==> src/rtl/fifo_pkg.sv <==
// Shared types and helpers for the FIFO write arbiter.
// Latency: none; this file holds declarations only.
// Backpressure: not applicable.
`timescale 1ns/1ps
package fifo_pkg;

   // Arbiter FSM encoding: IDLE between bursts, GRANT while one requester owns the FIFO.
   typedef enum logic {
      IDLE  = 1'b0,
      GRANT = 1'b1
   } state_t;

   // Ceiling log2 for elaboration-time width arithmetic; clog2(1) = 0.
   function automatic int clog2(input int value);
      int result;
      int v;
      result = 0;
      v      = value - 1;
      while (v > 0) begin
         result = result + 1;
         v      = v >> 1;
      end
      return result;
   endfunction

endpackage

==> src/rtl/fifo_wr_arb_rr_pick.sv <==
// Rotating-priority search: first set req bit after last_owner, wrapping modulo NUM_REQ.
// Latency: purely combinational.
// Backpressure: none; it only reports the winning index.
`timescale 1ns/1ps
module rr_pick #(
   parameter int NUM_REQ = 4,
   parameter int IW      = 2
) (
   input  logic [NUM_REQ-1:0] req,
   input  logic [IW-1:0]      last_owner,
   output logic               valid,
   output logic [IW-1:0]      index
);

   // One spare bit so last_owner + k cannot overflow before the modulo fold.
   logic [IW:0] cand;

   // Scan offsets 1..NUM_REQ so last_owner itself is checked last (fair rotation).
   always_comb begin
      valid = 1'b0;
      index = '0;
      cand  = '0;
      for (int k = 1; k <= NUM_REQ; k++) begin
         cand = {1'b0, last_owner} + (IW+1)'(k);
         if (cand >= (IW+1)'(NUM_REQ)) begin
            cand = cand - (IW+1)'(NUM_REQ);
         end
         if (!valid && req[cand[IW-1:0]]) begin
            valid = 1'b1;
            index = cand[IW-1:0];
         end
      end
   end

endmodule

==> src/rtl/fifo_wr_arb.sv <==
// Round-robin arbiter muxing NUM_REQ word sources into one FIFO write port, in bursts.
// Latency: one cycle from req to gnt; writes/acks are combinational while granted.
// Backpressure: fifo_full_wr stalls the burst in place (no write, no ack, count held).
`timescale 1ns/1ps
module fifo_wr_arb #(
   parameter int FIFO_WITH = 8,
   parameter int NUM_REQ   = 4,
   parameter int BURST_LEN = 4
) (
   input  logic                         clk,
   input  logic                         rst,
   input  logic [NUM_REQ-1:0]           req,
   input  logic [NUM_REQ*FIFO_WITH-1:0] req_data,
   output logic [NUM_REQ-1:0]           req_ack,
   output logic [NUM_REQ-1:0]           gnt,
   output logic                         wr_en,
   output logic [FIFO_WITH-1:0]         wr_data,
   input  logic                         fifo_full_wr
);
   import fifo_pkg::*;

   localparam int IW = (clog2(NUM_REQ) < 1) ? 1 : clog2(NUM_REQ);
   localparam int CW = clog2(BURST_LEN) + 1;

   state_t            state, state_nxt;
   logic [IW-1:0]     owner, owner_nxt;
   logic [IW-1:0]     last_owner, last_owner_nxt;
   logic [CW-1:0]     cnt, cnt_nxt;

   logic              pick_valid;
   logic [IW-1:0]     pick_index;
   logic [NUM_REQ-1:0] owner_oh;
   logic              owner_req;
   logic              burst_last;

   rr_pick #(
      .NUM_REQ (NUM_REQ),
      .IW      (IW)
   ) u_pick (
      .req        (req),
      .last_owner (last_owner),
      .valid      (pick_valid),
      .index      (pick_index)
   );

   assign owner_oh   = NUM_REQ'(1) << owner;
   assign owner_req  = req[owner];
   assign burst_last = (cnt == CW'(BURST_LEN - 1));

   // State, owner and burst counter; reset aborts any burst at once since outputs decode state.
   always_ff @(posedge clk or posedge rst) begin
      if (rst) begin
         state      <= IDLE;
         owner      <= '0;
         last_owner <= IW'(NUM_REQ - 1);
         cnt        <= '0;
      end else begin
         state      <= state_nxt;
         owner      <= owner_nxt;
         last_owner <= last_owner_nxt;
         cnt        <= cnt_nxt;
      end
   end

   // Next-state and output decode; all outputs are zero outside GRANT.
   always_comb begin
      state_nxt      = state;
      owner_nxt      = owner;
      last_owner_nxt = last_owner;
      cnt_nxt        = cnt;
      gnt            = '0;
      req_ack        = '0;
      wr_en          = 1'b0;
      wr_data        = '0;
      case (state)
         IDLE: begin
            if (pick_valid) begin
               state_nxt = GRANT;
               owner_nxt = pick_index;
               cnt_nxt   = '0;
            end
         end
         GRANT: begin
            gnt     = owner_oh;
            wr_data = req_data[owner*FIFO_WITH +: FIFO_WITH];
            // Write and pop are the same event, so writes and acks can never diverge.
            wr_en   = owner_req & ~fifo_full_wr;
            if (wr_en) begin
               req_ack = owner_oh;
               cnt_nxt = cnt + 1'b1;
            end
            // Release on a full burst or when the owner runs dry; a full FIFO alone never releases.
            if ((wr_en && burst_last) || !owner_req) begin
               state_nxt      = IDLE;
               last_owner_nxt = owner;
            end
         end
         default: begin
            state_nxt = IDLE;
         end
      endcase
   end

   // Structural invariants of the write/ack handshake.
   a_ack_is_write: assert property (@(posedge clk) disable iff (rst) ((|req_ack) == wr_en));
   a_gnt_onehot0:  assert property (@(posedge clk) disable iff (rst) $onehot0(gnt));
   a_ack_owner:    assert property (@(posedge clk) disable iff (rst) ((req_ack & ~gnt) == '0));

endmodule

==> config.mk <==
export PLATFORM = sky130hd
export DESIGN_NAME = fifo_wr_arb
export DESIGN_NICKNAME = d
export VERILOG_FILES = /design/src/rtl/fifo_pkg.sv /design/src/rtl/fifo_wr_arb_rr_pick.sv /design/src/rtl/fifo_wr_arb.sv
export SDC_FILE = /design/constraint.sdc
export NUM_CORES = 1
export LEC_CHECK = 0
export ABC_AREA = 1
export CAP_MARGIN = 40
export CORE_UTILIZATION = 35
export DETAILED_ROUTE_END_ITERATION = 8
export PLACE_DENSITY = 0.84
export SYNTH_ARGS = -nofsm -noshare
export SYNTH_HDL_FRONTEND = slang
export SYNTH_SLANG_ARGS = --single-unit
==> constraint.sdc <==
create_clock -name clk -period 1.3 [get_ports clk]
set_input_delay 0.26 -clock clk [delete_from_list [all_inputs] [get_ports clk]]
set_output_delay 0.26 -clock clk [all_outputs]
set_load 0.02 [all_outputs]
==> results.tsv, run 1 <==
metric	value	unit
status	finished, violations left	
violations	setup timing	
die_height	55.8	um
slew_headroom	0.806	
startpoint_type	flip-flop	
slowest_delay	0.39	ns
drc	0	
cts_buffers	3	
critPathKind	reg -> out	
mostFrequentLayoutCells	clkdlybuf4s50_1, buf_4, nand2_1	
p_sw_frac	0.507	
cp.arrival	1.53	ns
cap_violations	0	
rr_startpoint	owner[0]$_DFFE_PP0P_	
wl_per_cell	13.3	um
crit_required	1.04	ns
grt_setup_unrepaired	yes	
yosys_warnings	0	
ys_ff_latch	8	
utilization	0.798	
syn-cell-area	1010	sq um
cp_top_family	buffers and inverters	
ys_async_sr_fraction	1.00	
grt_pass1_vias	1388	
crit_buf_inv	4	
drive_gt1_frac	0.518	
clockBufferDepth	2	
power_switching	2.65	mW
drt_iter0_drc	50	
hp-class	in -> async	
final_common_cell	clkdlybuf4s50_1	
antenna_left	0	
crit_path_top_delay_cell	dfrtp_1	
peakVddDrop	1.94	mV
grt.total_usage	0.233	
path_clk_slew	0.05	ns
synth_edf_count	0	
worstMarginPinSlew	0.291	ns
nets	288	
seqPwrFrac	0.101	
p_clk_frac	0.035	
hold_slack	0.250	ns
timing.fmax	560	MHz
coreArea	2760	sq um
antenna_found_initial	0	
cp_max_fo	9	
die_w	55.8	um
place_congestion	0.887	
power.density	2370	nW/um^2
clock_skew	0.00229	ns
period_share	1.37	
cp_cell_sequence	buf_12 -> nor2_4 -> buf_4 -> inv_1 -> nor2_2 -> clkdlybuf4s15_2	
cp-endpoint	gnt[0]	
ys_seq_area_frac	0.200	
stdcell_count	276	
syn_nets	199	
finalHoldViolCount	0	
combPwrFrac	0.865	
areaGrowthSynthToFinish	117	%
grt-ovfl-total	0	
cts_tree	done	
reg2reg_slack	-0.28	ns
num_rows	19	
portBuffers	55	
h-tree-depth	1	
totalWireLength	3670	um
vias	1378	
insertion_delay	0.25	ns
synthFlopType	dfrtp_1	
crit_cells	6	
placed_area	1890	sq um
crit_path_start	owner[1]$_DFFE_PP0P_	
synth_cell_types	25	
rr_endpoint	cnt[0]$_DFFE_PP0P_	
grt_max_degree	20	
syn_area_per_cell	6.41	sq um
dp_cells	261	
antenna_cells_inserted	0	
dr.pass1.iters	6	
r2r_cells	10	
layout_setup_ws	-0.486	ns
internal-power	2.57	mW
grt_pass1_wl	5840	um
start_util	0.367	
setup_viol	24	
worstSetupEndpointType	output pin	
root_buffer	clkbuf_4	
die_area	3110	sq um
slew_viol_final	0	
hpwl	2620	um
postLayoutCellArea	2200	sq um
viasPerCell	4.99	
pin_count	56	
fin_crit	1.79	ns
cts.sinks	8	
synthCells	158	
p_leak	1.01	nW
-- worst reg2reg max path, stage by stage, from the launching register on --
cell	delay (ns)
dfrtp_2	0.46
inv_4	0.11
nor2_8	0.04
a22oi_2	0.12
nand3_2	0.14
nand3_4	0.20
inv_2	0.07
buf_6	0.11
buf_6	0.11
nand2_1	0.06
nand2_1	0.05
-- layer usage --
layer  wire length, um  vias to the layer above  GRT usage  share of wire
met2              2090                       46      0.458           0.57
li1                  -                      698          -              -
met1              1390                      628      0.254           0.38
met5                 0                        -          0              0
met4                48                        0     0.0643          0.013
met3               144                        6     0.0372          0.039
-- worst min path at each step --
stage                               to  slack, ns
finish              cnt[0]$_DFFE_PP0P_       0.25
global route        cnt[2]$_DFFE_PP0P_       0.26
CTS                 cnt[2]$_DFFE_PP0P_       0.25
detailed placement  cnt[1]$_DFFE_PP0P_       0.51
global placement    cnt[2]$_DFFE_PP0P_       0.49
floorplan           cnt[0]$_DFFE_PP0P_       0.07
-- through the flow --
| stage | total power [mW] | setup WS (ns) | setup TNS [ns] |
|---|---|---|---|
| 2_1_floorplan | 2.83 | -0.136 | -1.47 |
| 3_3_place_gp | 4.09 | -0.819 | -13.60 |
| 3_5_place_dp | 4.14 | -0.871 | -14.11 |
| 4_1_cts | 4.77 | -0.477 | -8.51 |
| 5_1_grt | 5.58 | -0.553 | -10.44 |
| 6_report | 5.22 | -0.486 | -8.63 |
-- repair_timing --
action / in CTS / in global routing
buffers inserted: 13 / 3
setup endpoints to repair: 25 / 25
pin swaps: 13 / 5
hold buffers: 0 / 0
gates resized for setup: 119 / 28
cloned: 0 / 0
-- area by class of cell --
cell class                 count  area [sq um]
fill                         185           558
timing repair buffer          92           887
clock buffer                   3          22.5
multi-input combinational    121           951
tap                           31          38.8
inverter                      21          96.3
sequential                     8           204
-- logic make-up after synthesis --
group | count (synthesis) | synth area share
buffers and inverters | 29 | 0.127
AOI/OAI and AO/OA | 20 | 0.138
adders and majority gates | 2 | 0.0247
and+or+nand+nor | 99 | 0.509
DFF | 8 | 0.200
-- sequential cells by signal, summed over array words and instances, names as in the netlist --
signal / count
state: 1
last_owner: 2
cnt: 3
owner: 2
-- Yosys cell counts, types with 3 or more instances --
| library cell | instances | area share |
|---|---|---|
| nand2_1 | 41 | 0.15 |
| nand3_1 | 27 | 0.13 |
| inv_1 | 15 | 0.056 |
| nand2_2 | 12 | 0.074 |
| a22oi_1 | 8 | 0.059 |
| a31oi_1 | 8 | 0.049 |
| nor2_1 | 8 | 0.030 |
| dfrtp_1 | 6 | 0.15 |
| inv_2 | 5 | 0.019 |
| clkbuf_1 | 4 | 0.015 |
| nand4_1 | 3 | 0.019 |
-- power by group through the flow --
stage          clock [mW]  combinational [mW]  sequential, mW
2_1_floorplan           0                2.39           0.444
3_5_place_dp            0                3.62           0.517
4_1_cts             0.187                4.07           0.516
3_3_place_gp            0                3.57           0.515
5_1_grt             0.207                4.84           0.539
6_report            0.182                4.51           0.525
Note: power is estimated with default switching activity, not from simulation.
==> run 2: changes to the inputs <==
- CORE_MARGIN: not set -> 2
==> run 2 against run 1 <==
  * The run still ends with setup timing left
  * Critical path depth rose by 1
  * Critical endpoint is now req_ack[2]
  * Sequential share of layout area down 0.23 points
  * Core utilization increased by 1.5 points
  * Maximum frequency down 1.1%
  * Die area up 7.3%
  * Combinational power up 7.5%
==> results.tsv, run 2 (synthesized netlist as in run 1, its figures left out) <==
metric	value	unit	change
grt-ovfl-total	0		unchanged
setup_viol	25		+4.2%
cpMostUsedCell	nor2_4		
antenna_left	0		unchanged
cp.arrival	1.55	ns	+0.02 ns
vias	1491		+8.2%
viasPerCell	5.36		+7.4%
die_w	57.8	um	+3.6%
die_area	3340	sq um	+7.3%
crit_required	1.04	ns	about the same
p_clk_frac	0.037		+0.002
critPathKind	reg -> out		
startpoint_type	flip-flop		
p_leak	1.02	nW	+1.1%
cp_max_fo	6		-3
path_clk_slew	0.06	ns	about the same
slew_viol_final	0		unchanged
power_switching	2.78	mW	+5.0%
dp_cells	258		-1.1%
portBuffers	55		unchanged
pin_count	56		unchanged
utilization	0.813		+0.0150
slowest_delay	0.39	ns	about the same
finalHoldViolCount	0		unchanged
grt_pass1_vias	1436		+3.5%
met1_length	1520	um	+9.3%
mostFrequentLayoutCells	clkdlybuf4s50_1, buf_4, nand2_1		
seqPwrFrac	0.091		-0.010
total_power	5.55	mW	+6.4%
period_share	1.39		+0.0152
p_sw_frac	0.501		-0.00670
violations	setup timing		
grt_max_degree	21		+5.0%
antenna_found_initial	0		unchanged
n_fill_cell	171		-7.6%
top_layer	met4		
regMostFlops	cnt		
internal-power	2.77	mW	+7.8%
largestRegisters	cnt (3), last_owner (2), owner (2)		
register_area	203	sq um	-0.61%
start_util	0.367		unchanged
timing.fmax	554	MHz	-1.1%
dr_wl_met2	2250	um	+7.5%
grt_pass1_wl	5870	um	+0.48%
hp-class	in -> async		
dp_slack	-0.877	ns	-0.00656 ns
drt_iter0_drc	67		+34%
stdcell_count	278		+0.72%
cap_violations	0		unchanged
cts_tree	done		
insertion_delay	0.25	ns	about the same
combPwrFrac	0.873		+0.008
status	finished, violations left		
clockBufferDepth	2		unchanged
root_buffer	clkbuf_4		
coreArea	2760	sq um	unchanged
multi_input_comb_area	946	sq um	-0.53%
die_height	57.8	um	+3.6%
power.density	2480	nW/um^2	+4.4%
cts.sinks	8		unchanged
grt_setup_unrepaired	yes		
place_congestion	0.899		+1.4%
wl_per_cell	14.7	um	+10%
totalWireLength	4080	um	+11%
worstMarginPinSlew	0.288	ns	-0.00250 ns
num_rows	19		unchanged
cts_buffers	3		unchanged
cp_cell_sequence	buf_12 -> nor2_4 -> a22oi_2 -> nand3_2 -> nand3_4 -> nor2_4 -> buf_6		
nets	289		+0.35%
areaGrowthSynthToFinish	121	%	
setup_tns	-9.37	ns	-0.741 ns
crit_path_top_delay_cell	dfrtp_1		
layout_setup_ws	-0.505	ns	-0.0198 ns
antenna_cells_inserted	0		unchanged
grt.total_usage	0.221		-0.0125
hold_slack	0.240	ns	-0.00945 ns
fin_crit	1.81	ns	+0.0198 ns
postLayoutCellArea	2240	sq um	+1.9%
dr.pass1.iters	4		-2
drc	0		unchanged
largest_register_ffs	3		unchanged
slew_headroom	0.808		+0.00167
final_common_cell	clkdlybuf4s50_1		
worstSetupEndpointType	output pin		
hpwl	2600	um	-0.71%
peakVddDrop	2.19	mV	+12%
placed_area	1880	sq um	-0.53%
drive_gt1_frac	0.522		+0.00390
clock_skew	0.00679	ns	+0.00450 ns
routed-wl-met3	240	um	+67%
h-tree-depth	1		unchanged
run 2: cell count changes in the layout (fill, tap and decap cells not counted), sizes merged:
cell and change:
clkbuf +2, buf +1, clkdlybuf4s15 -1
run 2: worst max-delay path, delay by kind of cell (launching register included):
family,cells,cell delay (ns)
AND/OR/NAND/NOR,4,0.54
flip-flops,1,0.39
buffers and inverters,2,0.27
AO/OA/AOI/OAI,1,0.08
run 2: worst paths after layout:
| path | startpoint | slack (ns) | to | cells after the start |
|---|---|---|---|---|
| min in group clk | cnt[1]$_DFFE_PP0P_ | 0.54 | cnt[1]$_DFFE_PP0P_ | 2 |
| min reg2reg | cnt[1]$_DFFE_PP0P_ | 0.54 | cnt[1]$_DFFE_PP0P_ | 2 |
| max | owner[1]$_DFFE_PP0P_ | -0.51 | req_ack[2] | 7 |
| min | rst | 0.24 | cnt[0]$_DFFE_PP0P_ | 2 |
| max reg2reg | last_owner[0]$_DFFE_PP1P_ | -0.30 | owner[1]$_DFFE_PP0P_ | 11 |
| max in group asynchronous | rst | 0.78 | last_owner[0]$_DFFE_PP1P_ | 2 |
run 2: power groups by stage:
stage	combinational, mW	sequential [mW]	clock [mW]
after CTS	4.06	0.490	0.208
final	4.85	0.503	0.203
after detailed placement	3.62	0.509	0
after global routing	5.15	0.517	0.224
after global placement	3.56	0.512	0
after floorplan	2.39	0.444	0
run 2: area by class of cell:
cell class	count	area share
repair buffers	93	0.417
inverters	21	0.0419
clock buffers	4	0.0117
multi-input cells	121	0.422
well taps	31	0.0173
flip-flops and latches	8	0.0905
run 2: timing repair:
item,CTS,global route
gates cloned,0,2
setup endpoints to repair,23,25
buffers inserted,8,6
resized for setup,113,33
pin swaps,10,17
hold buffers,0,0
run 2: per-layer routing:
layer	track usage	vias to the layer above
met1	0.252	712
met3	0.0357	6
li1	-	701
met2	0.429	72
met5	0	-
met4	0.0432	0
==> run 3: changes to the inputs <==
- CORE_UTILIZATION: 35 -> 39
- PLACE_DENSITY: 0.84 -> 0.88
- clock period: 1.3 -> 2 ns (I/O delays scaled with it)
==> run 3 against run 2 <==
  * The run now ends clean
  * Highest routed layer unchanged
  * Non-clock buffer count decreased by 18
  * Wire length decreased by 19%
  * Global-route usage decreased by 0.32 points
  * Critical path depth decreased by 1
  * Die area decreased by 9.6%
  * Setup slack improved by 0.56 ns
==> results.tsv, run 3 (synthesized netlist as in run 1, its figures left out) <==
metric	value	unit	change
status	complete, no violations		
worstMarginPinSlew	0.405	ns	+0.117 ns
cts_tree	done		
start_util	0.409		+0.0415
die_height	54.9	um	-4.9%
grt.total_usage	0.218		-0.00317
clock_skew	0.00466	ns	-0.00212 ns
h-tree-depth	1		unchanged
die_area	3020	sq um	-9.6%
p_sw_frac	0.529		+0.0283
setup_viol	0		-100%
crit_required	1.60	ns	+0.56 ns
dp_cells	251		-2.7%
utilization	0.694		-0.118
period_share	0.975		
cap_violations	0		unchanged
cp_max_fo	9		+3
num_rows	18		-1
mostFrequentLayoutCells	nand2_1, clkdlybuf4s50_1, nand3_1		
seqPwrFrac	0.137		+0.046
p_clk_frac	0.049		+0.012
portBuffers	55		unchanged
critPathKind	reg -> out		
largest_register_ffs	3		unchanged
total_power	2.51	mW	-55%
cts.sinks	8		unchanged
slew_headroom	0.730		-0.0782
dp_slack	-0.348	ns	+0.529 ns
drive_gt1_frac	0.303		-0.220
areaGrowthSynthToFinish	70.0	%	
grt_pass1_wl	4710	um	-20%
path_clk_slew	0.06	ns	about the same
insertion_delay	0.25	ns	about the same
power.density	1460	nW/um^2	-41%
antenna_left	0		unchanged
startpoint_type	flip-flop		
grt_setup_unrepaired	yes		
totalWireLength	3320	um	-19%
power_switching	1.33	mW	-52%
wl_per_cell	12.9	um	-12%
timing.fmax	513	MHz	
dr.pass1.iters	4		unchanged
die_w	54.9	um	-4.9%
drc	0		unchanged
cp.arrival	1.55	ns	about the same
hold_slack	0.413	ns	+0.172 ns
combPwrFrac	0.813		-0.060
largestRegisters	cnt (3), last_owner (2), owner (2)		
worstSetupEndpointType	output pin		
clockBufferDepth	2		unchanged
root_buffer	clkbuf_4		
grt-ovfl-total	0		unchanged
antenna_cells_inserted	0		unchanged
stdcell_count	258		-7.2%
antenna_found_initial	0		unchanged
final_common_cell	nand2_1		
grt_max_degree	15		-29%
layout_setup_ws	0.0506	ns	+0.556 ns
nets	271		-6.2%
regMostFlops	cnt		
place_congestion	0.719		-20%
coreArea	2480	sq um	-10%
dr_wl_met2	1750	um	-22%
hp-class	in -> async		
p_leak	0.856	nW	-16%
hpwl	2590	um	-0.34%
drt_iter0_drc	20		-70%
cts_buffers	3		unchanged
peakVddDrop	0.991	mV	-55%
viasPerCell	5.10		-5.0%
grt_pass1_vias	1124		-22%
finalHoldViolCount	0		unchanged
met1_length	1390	um	-8.6%
fin_crit	1.95	ns	
internal-power	1.18	mW	-57%
vias	1315		-12%
slew_viol_final	0		unchanged
top_layer	met4		
routed-wl-met3	140	um	-42%
pin_count	56		unchanged
[run 3: timing repair]
item,CTS,global route
pin swaps,2,0
buffers inserted,4,0
resized for setup,61,13
hold buffers,0,0
setup endpoints to repair,17,10
[run 3: area by class of cell]
cell class              count  area (sq um)
inverters                  21          83.8
multi-input cells         121           683
clock buffers               3          22.5
flip-flops and latches      8           205
well taps                  30          37.5
fillers                   217           757
repair buffers             75           688
[run 3: worst paths after layout]
check	slack, ns	depth (start not counted)	end	startpoint
max in group asynchronous	1.29	2	last_owner[1]$_DFFE_PP1P_	rst
setup / recovery	0.05	6	gnt[0]	owner[1]$_DFFE_PP0P_
hold reg to reg	0.51	2	cnt[2]$_DFFE_PP0P_	cnt[2]$_DFFE_PP0P_
hold / removal	0.41	2	cnt[2]$_DFFE_PP0P_	rst
setup reg to reg	0.40	11	owner[1]$_DFFE_PP0P_	last_owner[0]$_DFFE_PP1P_
min in group clk	0.51	2	cnt[2]$_DFFE_PP0P_	cnt[2]$_DFFE_PP0P_
[run 3: power groups by stage]
stage | logic (mW) | clock network [mW] | registers (mW)
after floorplan | 1.31 | 0 | 0.285
after global placement | 1.96 | 0 | 0.361
after detailed placement | 2.01 | 0 | 0.363
after CTS | 2.04 | 0.132 | 0.342
after global routing | 2.23 | 0.139 | 0.356
final | 2.04 | 0.124 | 0.345
[run 3: layer usage]
layer / vias up / GRT usage
met1: 605 / 0.274
met5: - / 0
met3: 6 / 0.0376
met2: 37 / 0.385
li1: 667 / -
met4: 0 / 0.0528
[run 3: stage by stage]
stage	setup TNS (ns)	instance area, sq um
after floorplan	0	1010
after global placement	-2.42	1700
after detailed placement	-2.72	1700
after CTS	-0.0847	1720
after global routing	-0.0550	1720
final	0	1720
[run 3: worst max-delay path, cell delays in order (launching register included)]
cell,delay [ns]
dfrtp_2,0.43
buf_12,0.15
nor2_4,0.12
buf_12,0.14
inv_1,0.07
nor2_1,0.09
clkdlybuf4s15_1,0.31
